===== config.mk =====
export PLATFORM = sky130hd
export DESIGN_NAME = nibble_serial_comparator
export DESIGN_NICKNAME = d
export VERILOG_FILES = /design/src/rtl/nibble_serial_comparator.sv
export SDC_FILE = /design/constraint.sdc
export NUM_CORES = 1
export LEC_CHECK = 0
export ABC_AREA = 1
export CORE_UTILIZATION = 43
export CTS_CLUSTER_DIAMETER = 100
export DETAILED_ROUTE_END_ITERATION = 10
export PLACE_DENSITY = 0.77
export SLEW_MARGIN = 15
export SYNTH_ARGS = -nofsm -noshare
export SYNTH_HDL_FRONTEND = slang
export SYNTH_SLANG_ARGS = --single-unit

===== constraint.sdc =====
create_clock -name clk -period 5.1 [get_ports clk]
set_input_delay 1.53 -clock clk [delete_from_list [all_inputs] [get_ports clk]]
set_output_delay 1.53 -clock clk [all_outputs]
set_load 0.1 [all_outputs]

===== src/rtl/nibble_serial_comparator.sv =====
// Sequential unsigned magnitude comparator: one 4-bit cascade slice, LSB nibble first,
// with registered gt/eq/lt fed back as the cascade inputs for the next nibble.
module nibble_serial_comparator #(
    parameter int WIDTH = 16
) (
    input  logic             clk,
    input  logic             rst_n,
    input  logic             in_valid,
    output logic             in_ready,
    input  logic [WIDTH-1:0] a,
    input  logic [WIDTH-1:0] b,
    output logic             out_valid,
    input  logic             out_ready,
    output logic             out_gt,
    output logic             out_eq,
    output logic             out_lt,
    output logic             busy
);

    localparam int NIB  = WIDTH / 4;
    localparam int IDXW = (NIB > 1) ? $clog2(NIB) : 1;

    typedef enum logic [1:0] {
        S_IDLE,
        S_RUN,
        S_DONE
    } state_t;

    state_t           r_state;
    state_t           w_state_next;
    logic             r_rst_done;
    logic [WIDTH-1:0] r_a;
    logic [WIDTH-1:0] r_b;
    logic [IDXW-1:0]  r_idx;
    logic             r_gt;
    logic             r_eq;
    logic             r_lt;

    logic             w_accept;
    logic             w_last;
    logic [3:0]       w_a_nib;
    logic [3:0]       w_b_nib;
    logic             w_gt;
    logic             w_eq;
    logic             w_lt;
    logic [3:0]       w_a_sel [NIB];
    logic [3:0]       w_b_sel [NIB];

    assign w_last = (r_idx == IDXW'(NIB - 1));

    // One-hot nibble select: each lane contributes only when idx points at it.
    generate
        for (genvar gi = 0; gi < NIB; gi++) begin : g_nib
            assign w_a_sel[gi] = r_a[4*gi +: 4] & {4{r_idx == IDXW'(gi)}};
            assign w_b_sel[gi] = r_b[4*gi +: 4] & {4{r_idx == IDXW'(gi)}};
        end
    endgenerate

    always_comb begin
        w_a_nib = '0;
        w_b_nib = '0;
        for (int i = 0; i < NIB; i++) begin
            w_a_nib = w_a_nib | w_a_sel[i];
            w_b_nib = w_b_nib | w_b_sel[i];
        end
    end

    always_comb begin
        w_gt = r_gt;
        w_eq = r_eq;
        w_lt = r_lt;
        if (w_a_nib > w_b_nib) begin
            w_gt = 1'b1;
            w_eq = 1'b0;
            w_lt = 1'b0;
        end else if (w_a_nib < w_b_nib) begin
            w_gt = 1'b0;
            w_eq = 1'b0;
            w_lt = 1'b1;
        end
    end

    // in_ready is held low until one edge has seen rst_n released.
    always_ff @(posedge clk) begin
        if (!rst_n) begin
            r_state    <= S_IDLE;
            r_rst_done <= 1'b0;
        end else begin
            r_state    <= w_state_next;
            r_rst_done <= 1'b1;
        end
    end

    always_comb begin
        w_state_next = r_state;
        w_accept     = 1'b0;
        in_ready     = 1'b0;
        out_valid    = 1'b0;
        busy         = 1'b0;
        case (r_state)
            S_IDLE: begin
                in_ready = r_rst_done;
                if (in_valid && r_rst_done) begin
                    w_accept     = 1'b1;
                    w_state_next = S_RUN;
                end
            end
            S_RUN: begin
                busy = 1'b1;
                if (w_last) begin
                    w_state_next = S_DONE;
                end
            end
            S_DONE: begin
                busy      = 1'b1;
                out_valid = 1'b1;
                if (out_ready) begin
                    w_state_next = S_IDLE;
                end
            end
            default: w_state_next = S_IDLE;
        endcase
    end

    always_ff @(posedge clk) begin
        if (!rst_n) begin
            r_a   <= '0;
            r_b   <= '0;
            r_idx <= '0;
            r_gt  <= 1'b0;
            r_eq  <= 1'b1;
            r_lt  <= 1'b0;
        end else if (w_accept) begin
            r_a   <= a;
            r_b   <= b;
            r_idx <= '0;
            r_gt  <= 1'b0;
            r_eq  <= 1'b1;
            r_lt  <= 1'b0;
        end else if (r_state == S_RUN) begin
            r_gt  <= w_gt;
            r_eq  <= w_eq;
            r_lt  <= w_lt;
            r_idx <= r_idx + 1'b1;
        end
    end

    assign out_gt = out_valid & r_gt;
    assign out_eq = out_valid & r_eq;
    assign out_lt = out_valid & r_lt;

endmodule


==> summary.md <==
| Metric | Value |
|---|---|
| Detail Route Antenna Nets | `0` |
| Clock tree buffer depth | `2` |
| Pins over their slew limit | `0` |
| Sequential share of power | `38.6%` |
| CP Capture Point | `in_ready` |
| Worst EP required | `3.57 ns` |
| Post-route cell area | `2430 sq um` |
| Sw Share | `41.4%` |
| Crit Path Class | `register to output pin` |
| CTS sink count | `40` |
| Synthesized cell area | `1980 sq um` |
| Hold Buf Count CTS | `0` |
| Worst r2r path cells | `10` |
| Sw Pwr | `0.408 mW` |
| Ranking of synthesized cells by area | `dfxtp_1 (40%), nand2_1 (15%), ha_1 (7.0%)` |
| Synth Register Bits | `40` |
| Remaining DRCs | `0` |
| Yosys top cell by area | `dfxtp_1` |
| TritonCTS clock tree | `done` |
| Post-CTS Resized | `0` |
| Vias | `1713` |
| PD cells | `406 nW/um^2` |
| P_leak | `0.937 nW` |
| Die area | `4880 sq um` |
| Final min period | `4.14 ns` |
| Num CTS Buffers | `5` |
| Final WL | `4.11 mm` |
| Crit share post-route | `81.1%` |
| Clock skew | `0.00570 ns` |
| Die W | `69.8 um` |
| Starting Density | `45.1%` |
| Final setup viols | `0` |
| Adder-Cell Fraction of Synth Area | `6.96%` |
| XOR/XNOR share of the synthesized area | `0%` |
| Largest net degree at the start of global routing | `38` |
| Post-synth cell types | `21` |
| H-tree depth | `2` |
| Area growth syn-to-layout | `22.7%` |
| Compound-cell area share of the yosys netlist | `15.8%` |
| Clock share of power | `20.3%` |
| Worst R2R Start | `r_idx[0]$_SDFFE_PP0P_` |
| Average size of a mapped cell | `7.82 sq um` |
| Hpwl dp | `2.89 mm` |
| Fillers | `430` |
| Simple-Gate Fraction of Synth Area | `26.8%` |
| Post-Syn Nets | `300` |
| Worst setup margin | `0.962 ns` |
| Main synth FF type | `dfxtp_1` |
| Post-synthesis instance total | `253` |
| First drt pass iteration count | `4` |
| Largest family of logic cells by synthesized area | `simple AND/OR/NAND/NOR gates` |
| Layout cell share with drive strength beyond 1 | `10.8%` |
| F_max | `242 MHz` |
| Routed len/inst | `12.1 um` |
| Hold Crit Class | `register to register` |
| Worst flop-to-flop path endpoint | `r_gt$_SDFFE_PP0P_` |
| Gpl congestion | `0.768` |
| RSZ-0062 raised after global routing | `no` |
| Mux cell area share after synthesis | `0%` |
| Worst-Skew Late Latency | `0.30 ns` |
| Root Driver | `clkbuf_8` |
| Worst slew pin tran | `0.964 ns` |
| Relative max-transition margin | `35.5%` |
| Endpoint class of the critical path | `output pin` |
| Final Non-Filler Cells | `339` |
| DP Area | `2350 sq um` |
| Arrival time at the worst endpoint | `2.61 ns` |
| Setup WS pre-CTS | `1.29 ns` |
| Count leader, synth | `nand2_1` |
| I/O pins | `42` |
| Cell-internal power | `0.578 mW` |
| Ys Warns | `0` |
| EDFF count, synth | `0` |
| Vias in the first global route | `1647` |
| Status | `finished clean` |
| # port buffers | `41` |
| CP startpoint kind | `register` |
| Initial antenna violation count | `0` |
| Util after Layout | `55.4%` |
| Worst setup path startpoint | `r_state[0]$_SDFFE_PN0P_` |
| Hold slack | `0.463 ns` |
| Crit path max fanout | `30` |
| Design Power | `0.986 mW` |
| VDD IR max | `0.179 mV` |
| Rows | `24` |
| Comb pwr share | `41.2%` |
| Reg2reg setup slack | `2.85 ns` |
| Hold Violations, Final | `0` |
| GR Util All Layers | `19.3%` |
| Synth top area share | `40.5%` |
| Async SR Flop Fraction | `0%` |
| Setup TNS | `0 ns` |
| Core area | `4380 sq um` |
| Die height | `69.8 um` |
| Register area share after synthesis | `40.5%` |
| Via density | `5.05` |
| Final nets | `334` |
| Inst Count DP | `332` |
| Worst-path clk slew | `0.07 ns` |
| Inserted Diodes | `0` |
| Max Cap Violations | `0` |
| Total grt overflow | `0` |
| First-pass GRT wire length | `7.33 mm` |
| Initial drt markers | `90` |
| Setup Fix Bufs, Post-CTS | `0` |
| Post-synth top cells | `nand2_1 (77), dfxtp_1 (40), a21oi_1 (26), nand3_1 (21), inv_1 (20)` |
==> how the worst min path moves through the flow <==
stage                               startpoint  cells past startpoint                    to
after global placement     r_b[6]$_SDFFE_PN0P_                      2   r_b[6]$_SDFFE_PN0P_
final                      r_b[3]$_SDFFE_PN0P_                      2   r_b[3]$_SDFFE_PN0P_
after global routing       r_b[6]$_SDFFE_PN0P_                      2   r_b[6]$_SDFFE_PN0P_
after detailed placement   r_b[6]$_SDFFE_PN0P_                      2   r_b[6]$_SDFFE_PN0P_
after CTS                  r_b[6]$_SDFFE_PN0P_                      2   r_b[6]$_SDFFE_PN0P_
after floorplan           r_a[13]$_SDFFE_PN0P_                      2  r_a[13]$_SDFFE_PN0P_
==> critical path: stages, from the launching register on <==
cell             delay [ns]
dfxtp_1                0.32
inv_1                  0.09
ha_1                   0.19
nand2_1                0.07
inv_2                  0.40
clkdlybuf4s50_1        1.24
==> layout make-up <==
cell class                      instances  area, sq um  area share [%]
Timing Repair Buffer                   42          418            17.2
Tap cell                               52         65.1            2.68
Clock inverter                          2         12.5           0.515
Sequential cell                        40          801            33.0
Clock buffer                            5         68.8            2.84
Multi-Input combinational cell        176          980            40.4
Inverter                               22         82.6            3.40
==> logic make-up after synthesis <==
logic type                 after synthesis
DFF                                     40
buffers and inverters                   37
and+or+nand+nor                        116
adders and majority gates               11
AOI/OAI and AO/OA                       49
==> state kept, by name, indices dropped and copies added (netlist names) <==
name	flops
r_idx	2
r_rst_done	1
r_gt	1
r_b	16
r_eq	1
r_a	16
r_state	2
r_lt	1
==> power by group through the flow <==
stage | Sequential [mW] | Combinational [mW] | Clock, mW
after floorplan | 0.382 | 0.339 | 0
after global placement | 0.386 | 0.402 | 0
after detailed placement | 0.387 | 0.409 | 0
after CTS | 0.380 | 0.410 | 0.206
after global routing | 0.386 | 0.451 | 0.222
final | 0.380 | 0.406 | 0.200
==> cell usage in the layout, fill, tap and decap left out, types with 4 or more instances in the layout <==
master	Yosys	routed
a21oi_1	26	26
a21oi_2	10	10
a221oi_1	4	4
clkbuf_8	0	5
clkdlybuf4s50_1	0	41
dfxtp_1	40	40
ha_1	11	11
inv_1	20	20
nand2_1	77	77
nand3_1	21	21
nand3_2	10	10
nor2_1	6	6
o2111ai_1	4	4
o21ai_0	5	5
==> layer usage <==
metal	global-route usage, %	vias up	share of wire (%)
li1	-	895	-
met1	23.2	767	45
met2	31.1	41	47
met3	6.69	10	5.5
met4	8.67	0	2.1
met5	0	-	0
No activity file was read; power rests on OpenSTA's default activity.
